### src/rtl/game_master_fsm_multi_target.sv
// Torpedo game sequencer: N targets, limited magazine, score, escape mode.
// Ports: clk/rst, launch_key, sprite strobes/flags, collision, end timer, results.
module game_master_fsm_multi_target #(
  parameter int N_TARGETS        = 3,
  parameter int SHOTS            = 4,
  parameter bit ESCAPE_ENDS_GAME = 1'b1,
  localparam int SCORE_W = $clog2(N_TARGETS + 1),
  localparam int SHOT_W  = $clog2(SHOTS + 1)
) (
  input  logic                 clk,
  input  logic                 rst,
  input  logic                 launch_key,
  output logic [N_TARGETS-1:0] sprite_target_write_xy,
  output logic [N_TARGETS-1:0] sprite_target_write_dxy,
  output logic [N_TARGETS-1:0] sprite_target_enable_update,
  output logic                 sprite_torpedo_write_xy,
  output logic                 sprite_torpedo_write_dxy,
  output logic                 sprite_torpedo_enable_update,
  input  logic [N_TARGETS-1:0] sprite_target_within_screen,
  input  logic                 sprite_torpedo_within_screen,
  input  logic [N_TARGETS-1:0] collision,
  output logic                 end_of_game_timer_start,
  input  logic                 end_of_game_timer_running,
  output logic                 game_won,
  output logic                 game_lost,
  output logic [SCORE_W-1:0]   score,
  output logic [SHOT_W-1:0]    shots_left
);

  typedef enum logic [1:0] {
    S_START,
    S_AIM,
    S_SHOOT,
    S_END
  } state_e;

  localparam logic [SHOT_W-1:0]  SHOTS_V   = SHOT_W'(SHOTS);
  localparam logic [SCORE_W:0]   SCORE_MAX = (SCORE_W + 1)'(N_TARGETS);
  localparam logic [N_TARGETS-1:0] ALL = '1;

  state_e               state_q, state_d;
  logic [N_TARGETS-1:0] alive_q, alive_d;
  logic [SCORE_W-1:0]   score_q, score_d;
  logic [SHOT_W-1:0]    shots_q, shots_d;
  logic                 won_q, won_d;
  logic                 lost_q, lost_d;
  logic                 guard_q, guard_d;
  logic [N_TARGETS-1:0] t_wxy_q, t_wxy_d;
  logic [N_TARGETS-1:0] t_wdxy_q, t_wdxy_d;
  logic [N_TARGETS-1:0] t_en_q, t_en_d;
  logic                 p_wxy_q, p_wxy_d;
  logic                 p_wdxy_q, p_wdxy_d;
  logic                 p_en_q, p_en_d;
  logic                 ts_q, ts_d;

  logic [N_TARGETS-1:0] hits;
  logic [N_TARGETS-1:0] alive_h;
  logic [N_TARGETS-1:0] esc;
  logic [SCORE_W-1:0]   hit_cnt;
  logic                 leave;

  always_comb begin
    state_d  = state_q;
    alive_d  = alive_q;
    score_d  = score_q;
    shots_d  = shots_q;
    won_d    = won_q;
    lost_d   = lost_q;
    t_wxy_d  = '0;
    t_wdxy_d = '0;
    t_en_d   = '0;
    p_wxy_d  = 1'b0;
    p_wdxy_d = 1'b0;
    p_en_d   = 1'b0;
    ts_d     = 1'b0;
    hits     = '0;
    alive_h  = alive_q;
    esc      = '0;
    hit_cnt  = '0;
    leave    = 1'b0;
    unique case (state_q)
      S_START: begin
        t_wxy_d  = ALL;
        t_wdxy_d = ALL;
        p_wxy_d  = 1'b1;
        alive_d  = ALL;
        score_d  = '0;
        shots_d  = SHOTS_V;
        won_d    = 1'b0;
        lost_d   = 1'b0;
        state_d  = S_AIM;
      end
      S_AIM: begin
        esc = alive_q & ~sprite_target_within_screen;
        if (esc != '0 && ESCAPE_ENDS_GAME) begin
          lost_d  = 1'b1;
          ts_d    = 1'b1;
          state_d = S_END;
        end else if (esc != '0) begin
          alive_d = alive_q & ~esc;
          if (alive_d == '0) begin
            won_d   = (score_q != '0);
            lost_d  = (score_q == '0);
            ts_d    = 1'b1;
            state_d = S_END;
          end
        end else if (launch_key && shots_q != '0) begin
          shots_d  = shots_q - 1'b1;
          p_wdxy_d = 1'b1;
          state_d  = S_SHOOT;
        end
        t_en_d = alive_d;
      end
      S_SHOOT: begin
        hits = collision & alive_q;
        for (int i = 0; i < N_TARGETS; i++)
          hit_cnt = hit_cnt + SCORE_W'(hits[i]);
        score_d = score_q + hit_cnt;
        // Hits are resolved first so a target hit while
        // leaving the screen is scored, not escaped.
        alive_h = alive_q & ~hits;
        esc     = alive_h & ~sprite_target_within_screen;
        alive_d = ESCAPE_ENDS_GAME ? alive_h : (alive_h & ~esc);
        leave   = (hits != '0) || !sprite_torpedo_within_screen;
        p_wxy_d = leave;
        p_en_d  = 1'b1;
        if (esc != '0 && ESCAPE_ENDS_GAME) begin
          lost_d  = 1'b1;
          ts_d    = 1'b1;
          state_d = S_END;
        end else if (alive_d == '0) begin
          won_d   = (score_d != '0);
          lost_d  = (score_d == '0);
          ts_d    = 1'b1;
          state_d = S_END;
        end else if (leave) begin
          if (shots_q == '0) begin
            lost_d  = 1'b1;
            ts_d    = 1'b1;
            state_d = S_END;
          end else begin
            state_d = S_AIM;
          end
        end
        t_en_d = alive_d;
      end
      S_END: begin
        // timer_start is registered, so the timer cannot
        // report running until our second END cycle.
        if (!guard_q && !end_of_game_timer_running)
          state_d = S_START;
      end
      default: state_d = S_START;
    endcase
    guard_d = (state_d == S_END) && (state_q != S_END);
  end

  always_ff @(posedge clk) begin
    if (rst) begin
      state_q  <= S_START;
      alive_q  <= '0;
      score_q  <= '0;
      shots_q  <= '0;
      won_q    <= 1'b0;
      lost_q   <= 1'b0;
      guard_q  <= 1'b0;
      t_wxy_q  <= '0;
      t_wdxy_q <= '0;
      t_en_q   <= '0;
      p_wxy_q  <= 1'b0;
      p_wdxy_q <= 1'b0;
      p_en_q   <= 1'b0;
      ts_q     <= 1'b0;
    end else begin
      state_q  <= state_d;
      alive_q  <= alive_d;
      score_q  <= score_d;
      shots_q  <= shots_d;
      won_q    <= won_d;
      lost_q   <= lost_d;
      guard_q  <= guard_d;
      t_wxy_q  <= t_wxy_d;
      t_wdxy_q <= t_wdxy_d;
      t_en_q   <= t_en_d;
      p_wxy_q  <= p_wxy_d;
      p_wdxy_q <= p_wdxy_d;
      p_en_q   <= p_en_d;
      ts_q     <= ts_d;
    end
  end

  score_bound_a: assert property (
    @(posedge clk) disable iff (rst)
    {1'b0, score_q} <= SCORE_MAX);

  assign sprite_target_write_xy       = t_wxy_q;
  assign sprite_target_write_dxy      = t_wdxy_q;
  assign sprite_target_enable_update  = t_en_q;
  assign sprite_torpedo_write_xy      = p_wxy_q;
  assign sprite_torpedo_write_dxy     = p_wdxy_q;
  assign sprite_torpedo_enable_update = p_en_q;
  assign end_of_game_timer_start      = ts_q;
  assign game_won                     = won_q;
  assign game_lost                    = lost_q;
  assign score                        = score_q;
  assign shots_left                   = shots_q;

endmodule

### config.mk
export PLATFORM = sky130hd
export DESIGN_NAME = game_master_fsm_multi_target
export DESIGN_NICKNAME = d
export VERILOG_FILES = /design/src/rtl/game_master_fsm_multi_target.sv
export SDC_FILE = /design/constraint.sdc
export NUM_CORES = 1
export LEC_CHECK = 0
export BUFFER_PORTS_ARGS = -buffer_cell sky130_fd_sc_hd__buf_2
export CORE_MARGIN = 4
export CORE_UTILIZATION = 45
export CTS_BUF_LIST = sky130_fd_sc_hd__clkbuf_16
export DETAILED_ROUTE_END_ITERATION = 12
export PLACE_DENSITY = 0.8
export SYNTH_ARGS = -nofsm -noshare
export SYNTH_HDL_FRONTEND = slang
export SYNTH_SLANG_ARGS = --single-unit
export TNS_END_PERCENT = 100
### constraint.sdc
create_clock -name clk -period 2.15 [get_ports clk]
set_input_delay 0.215 -clock clk [delete_from_list [all_inputs] [get_ports clk]]
set_output_delay 0.215 -clock clk [all_outputs]
set_load 0.01 [all_outputs]
Yosys cells after proc, flatten, opt, wreduce, memory -nomap -nowiden
Index checks and enable logic that the tools add are counted.
{ "word_totals": {"elab_cells": 92, "out_inout_bits": 20, "ff_bits": 23} }
{ "op_classes": {"eq_ne": 12, "n_mux": 33, "bitwise": 7, "addsub": 4, "n_reduce_logical": 23} }
{ "op_table": {"columns": ["cell", "n"], "rows": [
  ["3-bit one-hot mux with 2 select lines", 3],
  ["3-bit nonzero test", 5],
  ["1-bit two-way mux", 14],
  ["2-bit two-way mux", 7],
  ["3-bit bitwise AND", 4],
  ["2-bit != test (second input constant)", 6],
  ["3-bit two-way mux", 3],
  ["4-bit != test (second input constant)", 2],
  ["2-bit one-hot mux with 4 select lines", 1],
  ["2-bit == test (second input constant)", 3],
  ["3-bit logical NOT", 2],
  ["3-bit inverter", 2],
  ["1-bit one-hot mux with 2 select lines", 3],
  ["3-bit AND reduction", 2],
  ["2-bit nonzero test", 3],
  ["2-bit logical NOT", 2],
  ["2-bit one-hot mux with 2 select lines", 1],
  ["4-bit AND reduction", 1],
  ["1-bit logical AND", 3],
  ["1-bit logical NOT", 3],
  ["1-bit one-hot mux with 3 select lines", 1],
  ["3-bit OR reduction", 1],
  ["3-bit by 1-bit subtractor with 3-bit output (second input constant)", 1],
  ["1-bit by 1-bit adder with 2-bit output", 1],
  ["other kinds (5)", 5]
]} }

Longest topological paths before layout
Gate-level depths: netlist of run 1.
{ "depth": {"ltp_word": 9, "ltp_mapped": 8, "ltp_nobuf": 8} }

Worst setup path before layout of run 1
No wires, ideal clock.
{ "synth_timing": {"path_type": "reg2reg", "from": "register alive_q[0]", "to": "register lost_q, in the netlist game_lost", "stages_incl_launch_ff": 6, "t_required_ns": 2.029, "n_path_buf": 0, "arrival_time_ns": 1.903, "slack_ns": 0.127, "path_cell_list": "dfxtp_1 and2_4 or4b_4 a2111o_1 o21ai_1 mux2_2"} }
{ "synth_between": {"elab_chain_cells": 8, "elab_cells_between_ends": 21, "cone_classes": "3 x add/sub; 3 x eq/ne; 3 x mux; 5 x bitwise; 7 x reduce/logical"} }
{ "synth_rtl": {"columns": ["element", "line_no", "source"], "rows": [
  ["start, declared", "42", "logic [N_TARGETS-1:0] alive_q, alive_d;"],
  ["start signal, assigned", "176", "alive_q <= alive_d;"],
  ["3-bit bitwise AND", "115", "hits = collision & alive_q;"],
  ["1-bit by 1-bit adder with 2-bit output", "117", "hit_cnt = hit_cnt + SCORE_W'(hits[i]);"],
  ["2-bit by 1-bit adder with 2-bit output", "117", null],
  ["2-bit adder", "118", "score_d = score_q + hit_cnt;"],
  ["2-bit logical NOT", "133", "lost_d = (score_d == '0);"],
  ["1-bit two-way mux", "131", "end else if (alive_d == '0) begin"],
  ["1-bit two-way mux", "127", "if (esc != '0 && ESCAPE_ENDS_GAME) begin"],
  ["1-bit one-hot mux with 3 select lines", "81", "unique case (state_q)"],
  ["end signal, assigned", "180", "lost_q <= lost_d;"],
  ["end, declared", "46", "logic lost_q, lost_d;"]
]} }
Several ways; a longest one is shown, not always the timed one.
A chain may end at the register's enable or synchronous reset.

Final worst setup path of run 1
{ "layout_timing": {"from": "register alive_q[0]", "to": "register guard_q"} }
{ "layout_between": {"elab_chain_cells": 9, "elab_cells_between_ends": 17, "cone_classes": "1 x eq/ne; 5 x mux; 5 x bitwise; 6 x reduce/logical"} }
{ "layout_rtl": {"columns": ["element", "line_no", "source"], "rows": [
  ["3-bit bitwise AND", "115", null],
  ["3-bit nonzero test / 3-bit inverter (equally long branches)", "124, 121", null],
  ["1-bit logical OR / 3-bit bitwise AND (equally long branches)", "124, 121", null],
  ["2-bit two-way mux, or another cell as far along", "136", "end else if (leave) begin"],
  ["2-bit two-way mux / 3-bit nonzero test (equally long branches)", "131, 127", null],
  ["2-bit two-way mux", "127", null],
  ["2-bit one-hot mux with 4 select lines (*)", "81", null],
  ["2-bit == test (*)", "155", "guard_d = (state_d == S_END) && (state_q != S_END);"],
  ["1-bit logical AND (*)", "155", null],
  ["end signal, assigned", "181", "guard_q <= guard_d;"],
  ["end, declared", "47", "logic guard_q, guard_d;"]
]} }
Every way passes the cells marked *; elsewhere a longest branch is shown, timed or not.

==> results of run 1 <==
cells by family after synthesis:
group / Yosys count
flip-flops: 21
multiplexers: 5
adder cells (fa/ha/maj): 8
buffers and inverters: 21
XOR/XNOR: 2
AO/OA/AOI/OAI: 27
AND/OR/NAND/NOR: 54
through the flow:
stage | power (mW) | setup WS (ns) | utilization | cell area [um^2] | cells
5_1_grt | 1.16 | 0.0118 | 0.573 | 1420 | 198
2_1_floorplan | 0.633 | 0.127 | - | 1160 | 138
4_1_cts | 1.10 | 0.0168 | 0.571 | 1420 | 198
3_3_place_gp | 0.708 | 0.0760 | 0.539 | 1340 | 194
3_5_place_dp | 0.716 | 0.0139 | 0.539 | 1340 | 194
6_report | 1.09 | 0.0785 | 0.573 | 1420 | 198
area by class of cell:
class / instances / area (um^2)
Fill cell: 248 / 1060
Multi-Input combinational cell: 96 / 649
Sequential cell: 21 / 422
Timing Repair Buffer: 35 / 188
Clock buffer: 3 / 75.1
Inverter: 12 / 45.0
Tap cell: 30 / 37.5
Clock inverter: 1 / 3.75
power by group:
group	internal, mW	total (mW)	switching (mW)
Clock	0.247	0.379	0.131
Combinational	0.120	0.280	0.160
Sequential	0.417	0.436	0.0191
state kept, by name, summed over array words and instances, names as in the netlist:
signal	cells
end_of_game_timer_start	1
guard_q	1
game_won	1
sprite_target_enable_update	3
alive_q	3
game_lost	1
sprite_target_write_dxy	1
state_q	2
sprite_torpedo_write_dxy	1
shots_left	3
sprite_torpedo_enable_update	1
score	2
sprite_torpedo_write_xy	1
metal layers:
| metal | track usage | part of all wire |
|---|---|---|
| met1 | 0.193 | 0.39 |
| met2 | 0.301 | 0.49 |
| met3 | 0.0461 | 0.11 |
| met4 | 0.0583 | 0.013 |
| met5 | 0 | 0 |
worst register-to-register path: cells and delay by family, from the launching register on:
kind | cells | cell delay (ns)
DFF | 1 | 0.34
AOI/OAI and AO/OA | 1 | 0.32
and+or+nand+nor | 4 | 1.30
how the worst max path moves through the flow:
stage,startpoint,to,slack (ns),depth (start not counted)
global route,alive_q[0],guard_q,0.01,5
global placement,collision[0],game_lost,0.08,6
floorplan,alive_q[0],game_lost,0.13,5
CTS,alive_q[0],game_lost,0.02,5
finish,alive_q[0],guard_q,0.08,5
detailed placement,collision[0],game_lost,0.01,6
timing repair:
action                                  CTS  global route
endpoints found under the hold margin     0             0
gates resized for setup                   0             3
endpoints found under the setup margin    0             2
placed cells by master, fill, tap and decap left out, types with 4 or more instances in the layout:
cell	Yosys	routed
nor2_1	22	22
o21ai_0	8	7
a21oi_1	9	9
inv_1	12	13
dfxtp_1	21	20
nand2_1	11	11
buf_2	0	30
ha_1	7	7
buf_4	5	5
nand2b_1	4	4
==> metrics.yaml, run 1 <==
clocking:
  h-tree-depth: 1
  clock_latency_ns: 0.25
  cts_buffers: 3
  clockBufferDepth: 2
  cts_root_buf: "clkbuf_16"
  cts.clk_slew.worst_paths_ns: 0.05
  cts_tree: "yes"
  cts_hold_buf: 0
  cts_setup_buffers: 0
  clock-sinks: 21
job:
  maxCapViolCount: 0
timing:
  worst_pin_slew_ns: 0.358
  max_clock_freq_mhz: 483
  slew_headroom: 0.760
  report.final.slew_viol_count: 0
  finalSetupTns_ns: 0
  rsz0062_at_grt: "false"
  skew_ns: 0.00150
  hold_violations: 0
  fin_crit_sh: 0.963
  setup_violations: 0
  hold_slack_ns: 0.303
  period_needed_ns: 2.07
logic_synthesis:
  synth_edf_count: 0
  synth_cell_types: 35
  synth_warnings: 0
  async_reset_ff_frac: 0
  synth_area_leader_cell: "dfxtp_1"
  synth_top_area_share: 0.361
  synthSimpleGateAreaFrac: 0.239
  synth_flop_cell: "dfxtp_1"
  ys_ff_latch: 21
  synth_fa_ha_area_frac: 0.0925
  syn_area_um2: 1160
  synth_compound_area_frac: 0.149
  synth_area_per_cell_um2: 8.43
  ys_seq_area_frac: 0.361
  syn_inst: 138
  synth_xor_area_frac: 0.0280
  syn_nets: 157
  synth_area_leaders: "dfxtp_1, ha_1, nor2_1"
  synthTopCellsByCount: "nor2_1, dfxtp_1, inv_1, nand2_1, a21oi_1"
  synth_top_family_by_area: "simple AND/OR/NAND/NOR gates"
  muxShareOfSynthArea: 0.0462
  synth_most_common_cell: "nor2_1"
critical_path:
  cpLargestDelayFamily: "simple AND/OR/NAND/NOR gates"
  r2r-end: "guard_q"
  r2r_slack_ns: 0.08
  start_kind: "flop"
  cp_slowest_cell: "or4b_4"
  cpPeakStageDelay_ns: 0.57
  path_cells: "and2_4, or4b_4, or4b_1, a221oi_2, nor4_1"
  critPathKind: "flop to flop"
  critPathCaptureType: "flop"
  reg2reg_depth: 5
  critPathMaxFanout: 6
  cp_data_required_time_ns: 2.29
  worstPathBufferInverterCount: 0
  r2r-start: "alive_q[0]"
  arrival_ns: 2.21
route:
  drc: 0
  wirelength_mm: 2.76
  avgRoutedWirePerCell_um: 13.9
  ant_nets: 0
  routed_via_density: 5.45
  firstDrtPassIters: 4
  drtIter0Drc: 33
  vias: 1080
global_routing:
  grt_max_degree: 19
  grt_use_total: 0.169
  grt_pass1_wl_mm: 4.47
  antenna_found_initial: 0
  grt_overflow_total: 0
  first_global_vias: 1015
pwr:
  peakVddDrop_v: 0.000612
  powerDensity_nw_per_um2: 771
  leakagePower_nw: 0.684
worst_hold_path:
  whs_endpoint: "alive_q[0]"
  hold_class: "input pin to flop"
  min-delay-start: "collision[0]"
  holdPathStages: 4
placed_design:
  gp_congestion: 0.848
  portBuffers: 30
  dp_hpwl_mm: 2.07
finish:
  nets: 188
  antenna_cells: 0
  layout-drive-gt1-share: 0.274
  syn2layout_area_growth_pct: 22.0
die:
  fp.dieArea_um2: 3460
  fp-row-count: 18
  fp.coreArea_um2: 2480
  chipHeight_um: 58.9
  ios: 31
  start_util: 0.470
  die_x_um: 58.9
outcome:
  status: "finished clean"
Power figures use the tool's default switching activity.
==> run 2, diff against run 1 <==
--- a/config.mk
+++ b/config.mk
@@ -7,10 +7,10 @@
 export LEC_CHECK = 0
 export BUFFER_PORTS_ARGS = -buffer_cell sky130_fd_sc_hd__buf_2
 export CORE_MARGIN = 4
-export CORE_UTILIZATION = 45
+export CORE_UTILIZATION = 46
 export CTS_BUF_LIST = sky130_fd_sc_hd__clkbuf_16
 export DETAILED_ROUTE_END_ITERATION = 12
-export PLACE_DENSITY = 0.8
+export PLACE_DENSITY = 0.81
 export SYNTH_ARGS = -nofsm -noshare
 export SYNTH_HDL_FRONTEND = slang
 export SYNTH_SLANG_ARGS = --single-unit
==> metrics.yaml, run 2 (synthesized netlist as in run 1, its figures left out) <==
outcome:
  status: "finished clean"
pwr:
  peakVddDrop_v: 0.000510
  leakagePower_nw: 0.681
  total_power_mw: 1.10
  powerDensity_nw_per_um2: 775
die:
  start_util: 0.502
  fp.coreArea_um2: 2320
  fp-row-count: 17
  fp.dieArea_um2: 3400
  ios: 31
  die_x_um: 58.3
  chipHeight_um: 58.3
clocking:
  cts_buffers: 3
  cts_tree: "yes"
  clock_latency_ns: 0.25
  clock-sinks: 21
  clockBufferDepth: 2
  h-tree-depth: 1
  cts_root_buf: "clkbuf_16"
  cts.clk_slew.worst_paths_ns: 0.06
critical_path:
  critPathMaxFanout: 4
  cpLargestDelayFamily: "simple AND/OR/NAND/NOR gates"
  critPathCaptureType: "flop"
  critPathKind: "flop to flop"
  cp_slowest_cell: "or4b_4"
  cpPeakStageDelay_ns: 0.55
  critical_path.endpoint: "game_lost"
  crit_start: "alive_q[0]"
  cp_data_required_time_ns: 2.29
  worstPathBufferInverterCount: 0
  r2r_slack_ns: 0.09
  r2r-start: "alive_q[0]"
  arrival_ns: 2.20
  start_kind: "flop"
  reg2reg_depth: 5
  r2r-end: "game_lost"
  crit_cells: 5
  path_cells: "and2_4, or4b_4, a2111o_1, o21ai_1, mux2_2"
timing:
  skew_ns: 0.00271
  rsz0062_at_grt: "true"
  max_clock_freq_mhz: 486
  fin_crit_sh: 0.957
  report.final.slew_viol_count: 0
  hold_violations: 0
  slew_headroom: 0.760
  period_needed_ns: 2.06
  worst_pin_slew_ns: 0.359
  setup_violations: 0
  finalSetupTns_ns: 0
  finalWorstSetupSlack_ns: 0.0916
finish:
  fillers: 195
  syn2layout_area_growth_pct: 21.5
  layout-drive-gt1-share: 0.268
  final_common_cell: "buf_2"
  antenna_cells: 0
  layout_common_cells: "buf_2, nor2_1, dfxtp_1"
  nets: 188
placed_design:
  portBuffers: 30
  post-place-ws_ns: -0.00752
  gp_congestion: 1.00
  dp_hpwl_mm: 2.04
global_routing:
  grt_use_total: 0.176
  grt_overflow_total: 0
  grt_pass1_wl_mm: 4.57
  first_global_vias: 1010
  antenna_found_initial: 0
  grt_max_degree: 19
route:
  firstDrtPassIters: 4
  drtIter0Drc: 25
  avgRoutedWirePerCell_um: 13.3
  wirelength_mm: 2.61
  routed_via_density: 5.42
  ant_nets: 0
  vias: 1063
  drc: 0
job:
  maxCapViolCount: 0
worst_hold_path:
  hold_class: "input pin to flop"
-- run 2: cell count changes in the layout (fill, tap and decap cells not counted) --
cell | previous run | this run
o21ai_2 | 1 | 0
clkinv_2 | 0 | 1
dfxtp_1 | 20 | 21
dfxtp_2 | 1 | 0
o21ai_1 | 1 | 2
inv_1 | 13 | 12
-- run 2: cell type report --
class                      count  area (um^2)  share of cell area
tap                           28         35.0              0.0248
multi-input combinational     96          646               0.457
clock buffer                   3         75.1              0.0531
timing repair buffer          35          188               0.133
clock inverter                 1         5.00             0.00354
inverter                      12         45.0              0.0319
sequential                    21          420               0.297
-- run 2: routing by layer --
layer | routed length (um) | track usage
met5 | 0 | 0
met4 | 77 | 0.0993
met3 | 200 | 0.0329
met2 | 1200 | 0.268
met1 | 1130 | 0.232
-- run 2: stage by stage --
stage               hold WS (ns)  utilization  instances  cell area, um^2
detailed placement         0.505        0.575        192             1330
global route               0.334        0.610        196             1410
global placement           0.497        0.575        192             1330
floorplan                  0.404            -        138             1160
CTS                        0.305        0.610        196             1410
finish                     0.301        0.610        196             1410
-- run 2: where the power goes --
part	internal, mW	switching (mW)
Clock	0.249	0.136
Combinational	0.119	0.159
Sequential	0.416	0.0160
-- run 2: worst min path at each step --
stage,from,to,slack [ns],depth (start not counted)
final,collision[1],alive_q[1],0.30,4
after global routing,collision[0],alive_q[0],0.33,4
after CTS,collision[1],alive_q[1],0.30,4
after detailed placement,game_won,game_won,0.51,2
after global placement,game_won,game_won,0.50,2
after floorplan,collision[0],alive_q[0],0.40,3
-- run 2: timing repair --
item / in CTS / in global routing
setup endpoints to repair: 0 / 3
setup buffers: 0 / 0
resized for setup: 0 / 1
hold buffers: 0 / 0
-- run 2: worst register-to-register path: cells and delay by family, from the launching register on --
kind,cells,cell delay [ns]
muxes,1,0.34
AOI/OAI and AO/OA,2,0.60
DFF,1,0.31
and+or+nand+nor,2,0.69
==> run 3, diff against run 2 <==
--- a/config.mk
+++ b/config.mk
@@ -11,6 +11,7 @@
 export CTS_BUF_LIST = sky130_fd_sc_hd__clkbuf_16
 export DETAILED_ROUTE_END_ITERATION = 12
 export PLACE_DENSITY = 0.81
+export RECOVER_POWER = 25
 export SYNTH_ARGS = -nofsm -noshare
 export SYNTH_HDL_FRONTEND = slang
 export SYNTH_SLANG_ARGS = --single-unit
==> metrics.yaml, run 3 (synthesized netlist as in run 1, its figures left out) <==
critical_path:
  crit_start: "alive_q[0]"
  start_kind: "flop"
  critPathCaptureType: "flop"
  r2r-start: "alive_q[0]"
  worstPathBufferInverterCount: 0
  arrival_ns: 2.20
  r2r_slack_ns: 0.09
  critPathKind: "flop to flop"
  cpLargestDelayFamily: "simple AND/OR/NAND/NOR gates"
  path_cells: "and2_4, or4b_4, a2111o_1, o21ai_1, mux2_2"
  cp_slowest_cell: "or4b_4"
  reg2reg_depth: 5
  r2r-end: "game_lost"
  cp_data_required_time_ns: 2.29
  cpPeakStageDelay_ns: 0.55
  critPathMaxFanout: 4
placed_design:
  dp_hpwl_mm: 2.04
  portBuffers: 30
  post_dp_cell_area_um2: 1330
  gp_congestion: 1.00
die:
  fp.dieArea_um2: 3400
  chipHeight_um: 58.3
  fp-row-count: 17
  die_x_um: 58.3
  fp.coreArea_um2: 2320
  start_util: 0.502
  ios: 31
timing:
  slew_headroom: 0.762
  rsz0062_at_grt: "true"
  max_clock_freq_mhz: 486
  setup_violations: 0
  worst_pin_slew_ns: 0.357
  report.final.slew_viol_count: 0
  skew_ns: 0.00280
  hold_violations: 0
  fin_crit_sh: 0.956
  period_needed_ns: 2.06
route:
  firstDrtPassIters: 4
  wirelength_mm: 2.62
  routed_via_density: 5.44
  drc: 0
  ant_nets: 0
  avgRoutedWirePerCell_um: 13.4
  vias: 1066
  drtIter0Drc: 25
clocking:
  cts_tree: "yes"
  cts.clk_slew.worst_paths_ns: 0.06
  clock-sinks: 21
  cts_root_buf: "clkbuf_16"
  cts_setup_buffers: 0
  clock_latency_ns: 0.25
  clockBufferDepth: 2
  h-tree-depth: 1
  cts_buffers: 3
global_routing:
  antenna_found_initial: 0
  first_global_vias: 1010
  grt_pass1_wl_mm: 4.57
  grt_max_degree: 19
  grt_overflow_total: 0
  grt_use_total: 0.176
worst_hold_path:
  min-delay-start: "collision[1]"
  whs_endpoint: "alive_q[1]"
  hold_class: "input pin to flop"
  holdPathStages: 4
pwr:
  total_power_mw: 1.09
  leakagePower_nw: 0.639
  peakVddDrop_v: 0.000509
  powerDensity_nw_per_um2: 780
finish:
  final-seq-area_um2: 420
  fin_area_um2: 1400
  layout-drive-gt1-share: 0.208
  multi_input_area_um2: 646
  syn2layout_area_growth_pct: 20.4
  final_common_cell: "nor2_1"
  nets: 188
  layout_common_cells: "nor2_1, dfxtp_1, buf_2"
  antenna_cells: 0
  fillers: 205
job:
  maxCapViolCount: 0
outcome:
  status: "finished clean"
## run 3: changes by cell type in the layout (fill, tap and decap cells not counted)
cell,previous run,this run
buf_2,30,20
clkbuf_1,0,10
## run 3: through the flow
stage               TNS [ns]  hold WS [ns]  std cells  utilization  worst slack (ns)
floorplan                  0         0.404        138            -             0.127
global route        -0.00613         0.334        196        0.604          -0.00613
finish                     0         0.302        196        0.604            0.0942
CTS                        0         0.305        196        0.610            0.0493
detailed placement  -0.00752         0.505        192        0.575          -0.00752
global placement           0         0.497        192        0.575            0.0561
## run 3: worst register-to-register path, delay by kind of cell, from the launching register on
family,cells,cell delay [ns]
compound gates,2,0.59
flops,1,0.31
mux,1,0.35
simple gates,2,0.69
## run 3: metal layers
layer,up-vias,GRT usage,share of wire
met3,6,0.0329,0.078
met1,484,0.232,0.43
li1,525,-,-
met4,0,0.0993,0.029
met5,-,0,0
met2,51,0.268,0.46
## run 3: worst max-delay path by stage
stage                      to  slack [ns]  cells past startpoint
CTS                 game_lost        0.05                      5
global placement    game_lost        0.06                      6
global route        game_lost      -0.006                      8
finish              game_lost        0.09                      5
detailed placement  game_lost      -0.008                      6
floorplan           game_lost        0.13                      5
## run 3: layout make-up
| cell class | count | area share |
|---|---|---|
| clock buffers | 3 | 0.0536 |
| repair buffers | 35 | 0.125 |
| clock inverters | 1 | 0.00357 |
| multi-input cells | 96 | 0.461 |
| inverters | 12 | 0.0321 |
| flip-flops and latches | 21 | 0.300 |
| well taps | 28 | 0.0250 |
## run 3: what timing repair did
action,4_1_cts,5_1_grt
hold buffers,0,0
hold endpoints to repair,0,0
endpoints found under the setup margin,0,3
resized for setup,0,1
## run 3: where the power goes
group	internal, mW	total (mW)	leakage, nW	switching, mW
Sequential	0.416	0.433	0.172	0.0163
Clock	0.249	0.386	0.0409	0.136
Combinational	0.116	0.275	0.426	0.159
